`config.mk`:
```
export PLATFORM = sky130hd
export DESIGN_NAME = uart_wb_bridge
export DESIGN_NICKNAME = d
export VERILOG_FILES = /design/src/rtl/uart_wb_bridge.sv
export SDC_FILE = /design/constraint.sdc
export NUM_CORES = 1
export LEC_CHECK = 0
export CAP_MARGIN = 20
export CORE_UTILIZATION = 40
export CTS_CLUSTER_DIAMETER = 60
export CTS_CLUSTER_SIZE = 10
export DETAILED_ROUTE_END_ITERATION = 16
export PLACE_DENSITY_LB_ADDON = 0.08
export SLEW_MARGIN = 10
export SYNTH_ARGS = -nofsm -noshare
export SYNTH_HDL_FRONTEND = slang
export SYNTH_SLANG_ARGS = --single-unit
```
`constraint.sdc`:
```
create_clock -name clk -period 6.2 [get_ports clk]
set_input_delay 1.24 -clock clk [delete_from_list [all_inputs] [get_ports clk]]
set_output_delay 1.24 -clock clk [all_outputs]
set_load 0.05 [all_outputs]
```
`src/rtl/uart_wb_bridge.sv`:
```
// Serial byte-frame to Wishbone classic master bridge.
// Decodes read/write command frames, runs one bus cycle, returns status (+ read data).
module uart_wb_bridge #(
  parameter int ADDR_WIDTH   = 32,
  parameter int DATA_WIDTH   = 32,
  parameter int BUS_TIMEOUT  = 1024,
  parameter int IDLE_TIMEOUT = 720000
) (
  input  logic                  clk,
  input  logic                  rst,
  input  logic [7:0]            rx_data,
  input  logic                  rx_valid,
  output logic [7:0]            tx_data,
  output logic                  tx_valid,
  input  logic                  tx_ready,
  output logic [ADDR_WIDTH-1:0] wbm_adr_o,
  output logic [DATA_WIDTH-1:0] wbm_dat_o,
  input  logic [DATA_WIDTH-1:0] wbm_dat_i,
  output logic                  wbm_we_o,
  output logic [3:0]            wbm_sel_o,
  output logic                  wbm_stb_o,
  output logic                  wbm_cyc_o,
  input  logic                  wbm_ack_i,
  input  logic                  wbm_err_i,
  output logic                  busy
);

  localparam int BT_W = $clog2(BUS_TIMEOUT + 1);
  localparam int IT_W = $clog2(IDLE_TIMEOUT + 1);

  localparam logic [7:0] CMD_RD = 8'h01;
  localparam logic [7:0] CMD_WR = 8'h02;
  localparam logic [7:0] ST_OK  = 8'hA5;
  localparam logic [7:0] ST_ERR = 8'hEE;

  typedef enum logic [2:0] {S_IDLE, S_ADDR, S_DATA, S_BUS, S_RESP} state_t;

  state_t          state, state_n;
  logic            cmd_we;
  logic [1:0]      byte_cnt;
  logic [31:0]     adr_q;
  logic [DATA_WIDTH-1:0] wdat_q, rdat_q;
  logic [7:0]      status_q;
  logic [2:0]      tx_idx, resp_last;
  logic [BT_W-1:0] bus_cnt;
  logic [IT_W-1:0] idle_cnt;
  logic            cmd_ok, bus_to, idle_to, tx_fire;

  assign cmd_ok    = (rx_data == CMD_RD) || (rx_data == CMD_WR);
  assign bus_to    = (bus_cnt == BT_W'(BUS_TIMEOUT - 1));
  assign idle_to   = !rx_valid && (idle_cnt == IT_W'(IDLE_TIMEOUT - 1));
  assign tx_fire   = tx_valid && tx_ready;
  // Only a successful read carries the 4 data bytes behind the status byte.
  assign resp_last = (status_q == ST_OK && !cmd_we) ? 3'd4 : 3'd0;

  always_ff @(posedge clk or posedge rst) begin
    if (rst) state <= S_IDLE;
    else     state <= state_n;
  end

  always_comb begin
    state_n = state;
    case (state)
      S_IDLE: if (rx_valid) state_n = cmd_ok ? S_ADDR : S_RESP;
      S_ADDR: begin
        if (rx_valid && byte_cnt == 2'd3) state_n = cmd_we ? S_DATA : S_BUS;
        else if (idle_to)                 state_n = S_IDLE;
      end
      S_DATA: begin
        if (rx_valid && byte_cnt == 2'd3) state_n = S_BUS;
        else if (idle_to)                 state_n = S_IDLE;
      end
      S_BUS:  if (wbm_ack_i || wbm_err_i || bus_to) state_n = S_RESP;
      S_RESP: if (tx_ready && tx_idx == resp_last)  state_n = S_IDLE;
      default: state_n = S_IDLE;
    endcase
  end

  always_ff @(posedge clk or posedge rst) begin
    if (rst) begin
      cmd_we   <= 1'b0;
      byte_cnt <= '0;
      adr_q    <= '0;
      wdat_q   <= '0;
      rdat_q   <= '0;
      status_q <= '0;
      tx_idx   <= '0;
      bus_cnt  <= '0;
      idle_cnt <= '0;
    end else begin
      case (state)
        S_IDLE: begin
          tx_idx <= '0;
          if (rx_valid) begin
            if (cmd_ok) begin
              cmd_we   <= (rx_data == CMD_WR);
              byte_cnt <= '0;
              idle_cnt <= '0;
            end else begin
              status_q <= ST_ERR;
            end
          end
        end
        S_ADDR, S_DATA: begin
          if (rx_valid) begin
            if (state == S_ADDR) adr_q  <= {adr_q[23:0], rx_data};
            else                 wdat_q <= {wdat_q[DATA_WIDTH-9:0], rx_data};
            byte_cnt <= byte_cnt + 2'd1;
            idle_cnt <= '0;
            bus_cnt  <= '0;
          end else begin
            idle_cnt <= idle_cnt + IT_W'(1);
          end
        end
        S_BUS: begin
          tx_idx  <= '0;
          bus_cnt <= bus_cnt + BT_W'(1);
          // ack together with err is treated as an error.
          if (wbm_err_i) begin
            status_q <= ST_ERR;
          end else if (wbm_ack_i) begin
            status_q <= ST_OK;
            if (!cmd_we) rdat_q <= wbm_dat_i;
          end else if (bus_to) begin
            status_q <= ST_ERR;
          end
        end
        S_RESP: if (tx_fire) tx_idx <= tx_idx + 3'd1;
        default: ;
      endcase
    end
  end

  // Bus strobes decode straight from state so an async reset drops them at once.
  assign busy      = (state != S_IDLE);
  assign wbm_cyc_o = (state == S_BUS);
  assign wbm_stb_o = (state == S_BUS);
  assign wbm_we_o  = (state == S_BUS) && cmd_we;
  assign wbm_sel_o = (state == S_BUS) ? 4'hF : 4'h0;
  assign wbm_adr_o = adr_q[ADDR_WIDTH-1:0];
  assign wbm_dat_o = wdat_q;
  assign tx_valid  = (state == S_RESP);

  always_comb begin
    tx_data = 8'h00;
    if (state == S_RESP) begin
      case (tx_idx)
        3'd0:    tx_data = status_q;
        3'd1:    tx_data = rdat_q[31:24];
        3'd2:    tx_data = rdat_q[23:16];
        3'd3:    tx_data = rdat_q[15:8];
        3'd4:    tx_data = rdat_q[7:0];
        default: tx_data = 8'h00;
      endcase
    end
  end

endmodule

```
==> results.ini, run 1 <==
[run_status]
status = finished, final reports clean

[critical_path]
reg2reg_to = idle_cnt[15]
r2r_cells = 5
setup.worst_path.start_class = flop
crit_required_ns = 4.96
worstPathMaxFanout = 13
worstPathArrival_ns = 3.16
rrSetupSlack_ns = 3.84
worst_setup_path_end_kind = output pin
path_class = reg2out
reg2reg_from = state[2]

[sta]
finalSetupViolCount = 0
fin_crit_sh_pct = 71.0
slew_headroom_pct = 30.0
clock_skew_ns = 0.00660
grt_setup_unrepaired = false
max_slew.worst_pin.slew_ns = 1.04
setup_tns_ns = 0
max_freq_mhz = 227
fin_crit_ns = 4.40
hold-worst-slack_ns = 0.483
slew_violations = 0
finalHoldViolations = 0

[placement]
hpwlAfterDp_um = 9830
io_buffer_count = 126
gp_congestion = 0.783

[pwr]
seq_power_share_pct = 39.3
switchingPower_mw = 0.850
power_frac_comb_pct = 22.5
clockPowerShare_pct = 38.2
p_int_mw = 1.86
ir_drop_v = 0.000230
powerDensity_nw_per_um2 = 323
leakage_nw = 3.66
finalPower_mw = 2.71
swShare_pct = 31.4

[yosys]
syn-mean-instance-area_um2 = 12.7
synthTopCellsByCount = dfrtp_1 (139), mux2_2 (95), nand2_1 (28), nor2_1 (26), o21ai_0 (21)
synth_edf_count = 0
yosysMostFrequentCell = dfrtp_1
synth_warnings = 0
synth_area_leaders = dfrtp_1 (55%), mux2_2 (17%), nand2_1 (1.7%)
synth_nets = 550
syn_inst = 496
yosys.area.top_type = dfrtp_1
synth-main-ff-cell = dfrtp_1
synth.distinct_cells = 61
ys_seq_area_share_pct = 55.1
synthArstFlopShare_pct = 100
synth_top_area_share_pct = 55.1
ys_ff_latch = 139
syn_area_um2 = 6310

[clocking]
numCtsBuffers = 17
clk_latency_ns = 0.42
holdBufCountCts = 0
htree_levels = 4
post_cts_resized = 0
clockBufferDepth = 2
post_cts_buffers = 0
tritoncts = yes
cts.sinks = 139
cts_root_buffer = clkbuf_16
path_clk_slew_ns = 0.06

[die]
dieArea_um2 = 16300
initial_core_util_pct = 41.2
core-area_um2 = 15300
io_pins = 127
chipHeight_um = 128
die_w_um = 128
row_count = 45

[finish]
nNetsFinal = 672
final_util_pct = 54.7
syn_to_final_growth_pct = 32.9
drive_gt1_share_pct = 23.3
num_antenna_cells = 0
num-fill-cells = 1367

[routing]
wl_per_cell_um = 17.2
avgViaCountPerCell = 5.21
num_vias = 4390
drt_iter0_markers = 218
ant_nets = 0
dr.pass1.iters = 4
drc = 0
wl_um = 14500

[worst_hold_path]
min_from = byte_cnt[0]
min_path_cells = 1
hold_path_end = byte_cnt[0]
hold_class = reg2reg

[grt]
track_usage_pct = 19.0
antenna_found_initial = 0
grt_max_degree = 109
gr-total-overflow = 0
grt_pass1_vias = 4540
grt_pass1_wl_um = 23700

[flow_run]
maxCapViolations = 0

[flip-flops by register name, indices dropped and copies added, names as in the netlist, 3 cells and up]
name	cells
rdat_q	32
wbm_adr_o	32
wbm_dat_o	32
idle_cnt	20
bus_cnt	11
state	3
status_q	3
tx_idx	3
[through the flow]
| stage | cell area (um^2) | setup slack [ns] | std cells |
|---|---|---|---|
| floorplan | 6310 | 1.24 | 496 |
| global placement | 7730 | 2.20 | 808 |
| detailed placement | 7730 | 1.99 | 808 |
| CTS | 8340 | 1.53 | 840 |
| global route | 8380 | 1.65 | 842 |
| finish | 8380 | 1.80 | 842 |
[cell usage in the layout, fill, tap and decap left out, types with 4 or more instances in the layout]
| cell type | instances |
|---|---|
| xor2_1 | 7 |
| clkbuf_16 | 17 |
| inv_1 | 9 |
| nand3_1 | 10 |
| dfrtp_1 | 139 |
| nand2_1 | 28 |
| mux2_2 | 95 |
| a211oi_1 | 4 |
| ha_1 | 8 |
| a22oi_1 | 13 |
| clkdlybuf4s50_1 | 126 |
| a31oi_1 | 6 |
| a21oi_1 | 9 |
| xnor2_1 | 10 |
| o21ai_0 | 21 |
| nor2_1 | 26 |
| nand4_1 | 9 |
| and4_1 | 4 |
| o211ai_1 | 5 |
[power groups by stage]
stage | Sequential [mW] | Combinational, mW | Clock, mW
2_1_floorplan | 1.09 | 0.382 | 0
3_3_place_gp | 1.07 | 0.592 | 0
3_5_place_dp | 1.08 | 0.604 | 0
4_1_cts | 1.06 | 0.607 | 1.06
5_1_grt | 1.08 | 0.654 | 1.10
6_report | 1.06 | 0.609 | 1.03
[critical path, cell delays in order, from the launching register on]
cell	delay (ns)
dfrtp_1	0.68
nor3b_1	0.63
o41ai_2	0.34
a31oi_1	0.24
clkdlybuf4s50_1	0.84
[metal layers]
metal | GRT usage [%] | wire length [um]
met1 | 24.4 | 6420
met2 | 28.9 | 6790
met3 | 7.58 | 1100
met4 | 7.34 | 206
met5 | 0 | 0
[cell families (layout without fill, tap and decap cells)]
| family | after synthesis | after routing | synth area share [%] |
|---|---|---|---|
| xor+xnor | 17 | 17 | 2.36 |
| fa+ha+maj | 8 | 8 | 1.59 |
| flops | 139 | 139 | 55.1 |
| compound gates | 83 | 83 | 10.0 |
| mux | 98 | 98 | 17.5 |
| buf+inv | 39 | 174 | 3.17 |
| simple gates | 112 | 112 | 10.2 |
[how the worst max path moves through the flow]
stage	from	end	slack [ns]
floorplan	rst	bus_cnt[0]	1.24
global placement	tx_idx[0]	tx_data[4]	2.20
detailed placement	tx_idx[0]	tx_data[6]	1.99
CTS	tx_idx[0]	tx_data[6]	1.53
global route	state[2]	tx_data[6]	1.65
finish	state[2]	tx_data[6]	1.80
[area by class of cell]
cell class              count  area [um^2]  share of cell area, %
inverters                  11         46.3                  0.552
flip-flops and latches    139         3480                   41.5
clock buffers              22          464                   5.54
clock inverters            10          140                   1.67
well taps                 211          264                   3.15
multi-input cells         318         2670                   31.8
repair buffers            131         1320                   15.8
Note: power is estimated with default switching activity, not from simulation.
==> run 2, diff against run 1 <==
==> constraint.sdc (replaced) <==
create_clock -name clk -period 3.9 [get_ports clk]
set_input_delay 0.78 -clock clk [delete_from_list [all_inputs] [get_ports clk]]
set_output_delay 0.78 -clock clk [all_outputs]
set_load 0.05 [all_outputs]
==> results.ini, run 2 (synthesized netlist as in run 1, its figures left out) <==
[critical_path]
crit_required_ns = 3.12
setup.worst_path.start_class = flop
crit_path_top_delay_cell = clkdlybuf4s50_1
reg2reg_from = state[1]
critPathMostFrequentCell = ha_1
crit_family = compound AO/OA/AOI/OAI gates
worst_setup_path_end_kind = output pin
path_buf_inv = 1
path_class = reg2out
worstPathArrival_ns = 2.94
startpoint = tx_idx[0]
cpPeakStageDelay_ns = 0.74
worstPathMaxFanout = 9
crit_chain = ha_1, ha_1, o41ai_2, a31oi_1, clkdlybuf4s50_1

[routing]
ant_nets = 0
num_vias = 4406
wl_um = 14000
avgViaCountPerCell = 5.19
drc = 0
dr.pass1.iters = 5
drt_iter0_markers = 171
wl_per_cell_um = 16.5

[placement]
hpwlAfterDp_um = 9740
io_buffer_count = 126
gp_congestion = 0.818

[finish]
drive_gt1_share_pct = 24.6
nNetsFinal = 679
layout_common_cells = dfrtp_1 (139), clkdlybuf4s50_1 (126), mux2_2 (95)
syn_to_final_growth_pct = 33.9
num_antenna_cells = 0
num-fill-cells = 1328
final_common_cell = dfrtp_1

[pwr]
leakage_nw = 3.69
p_int_mw = 2.98
power_frac_comb_pct = 23.1
swShare_pct = 31.5
finalPower_mw = 4.35
clockPowerShare_pct = 38.7
switchingPower_mw = 1.37
powerDensity_nw_per_um2 = 515
seq_power_share_pct = 38.2
ir_drop_v = 0.000335

[clocking]
cts_root_buffer = clkbuf_16
post_cts_buffers = 0
tritoncts = yes
clk_latency_ns = 0.43
path_clk_slew_ns = 0.06
clockBufferDepth = 2
cts.sinks = 139
htree_levels = 4
numCtsBuffers = 17

[sta]
fin_crit_sh_pct = 95.3
setup_tns_ns = 0
grt_setup_unrepaired = false
fin_crit_ns = 3.72
finalHoldViolations = 0
slew_violations = 0
max_freq_mhz = 269
max_slew.worst_pin.slew_ns = 0.890
finalSetupViolCount = 0
slew_headroom_pct = 40.5
clock_skew_ns = 0.0113

[flow_run]
maxCapViolations = 0

[die]
row_count = 45
io_pins = 127
core-area_um2 = 15300
die_w_um = 128
dieArea_um2 = 16300
initial_core_util_pct = 41.2
chipHeight_um = 128

[grt]
track_usage_pct = 18.6
grt_pass1_wl_um = 23200
antenna_found_initial = 0
gr-total-overflow = 0
grt_pass1_vias = 4611
grt_max_degree = 48

[worst_hold_path]
hold_class = reg2reg
min_from = byte_cnt[0]

[run_status]
status = finished, final reports clean

## run 2: cell types whose count changed in the layout (fill, tap and decap cells not counted)
| cell | before | now |
|---|---|---|
| nor3b_1 | 2 | 1 |
| buf_4 | 3 | 10 |
| buf_16 | 1 | 0 |
| dlymetal6s2s_1 | 1 | 0 |
| inv_6 | 2 | 4 |
| nor4_2 | 0 | 1 |
| clkbuf_1 | 3 | 2 |
| nor4_4 | 3 | 2 |
| clkinv_2 | 2 | 0 |
| buf_12 | 0 | 2 |
| nor3b_2 | 0 | 1 |
| clkinv_4 | 1 | 2 |
## run 2: cell type report
type | count | area, um^2 | area share [%]
timing repair buffer | 138 | 1380 | 16.3
clock inverter | 11 | 158 | 1.87
tap | 211 | 264 | 3.13
multi-input combinational | 318 | 2660 | 31.5
sequential | 139 | 3480 | 41.2
inverter | 11 | 45.0 | 0.533
clock buffer | 21 | 460 | 5.45
## run 2: routing by layer
metal | track usage (%) | up-vias | share of wire (%)
met5 | 0 | - | 0
met1 | 23.6 | 2209 | 45
met2 | 28.8 | 118 | 46
met3 | 7.45 | 13 | 7.4
met4 | 6.51 | 0 | 1.3
li1 | - | 2066 | -
## run 2: path summary, 6_finish.rpt
check	end	slack (ns)	cells past startpoint
hold / removal	byte_cnt[0]	0.49	1
min in group asynchronous	wbm_adr_o[25]	0.88	2
setup / recovery	tx_data[2]	0.18	5
setup reg to reg	idle_cnt[15]	1.61	5
hold reg to reg	byte_cnt[0]	0.49	1
max in group asynchronous	state[1]	2.30	3
## run 2: through the flow
step	cell area [um^2]	instances	utilization, %	hold WS, ns	setup slack [ns]
floorplan	6320	496	-	0.453	0.408
global placement	7820	817	51.1	0.470	0.393
detailed placement	7820	817	51.1	0.478	0.275
CTS	8440	849	55.1	0.487	0.177
global route	8440	849	55.1	0.511	0.0151
finish	8440	849	55.1	0.489	0.182
## run 2: power by group through the flow
stage,logic (mW),clock network [mW],registers (mW)
finish,1.00,1.68,1.66
global placement,0.982,0,1.68
floorplan,0.608,0,1.73
CTS,1.01,1.72,1.66
global route,1.08,1.78,1.68
detailed placement,1.00,0,1.68
## run 2: timing repair
action / 4_1_cts / 5_1_grt
hold buffers: 0 / 0
setup endpoints to repair: 8 / 0
gates resized for setup: 1 / 0
endpoints found under the hold margin: 0 / 0
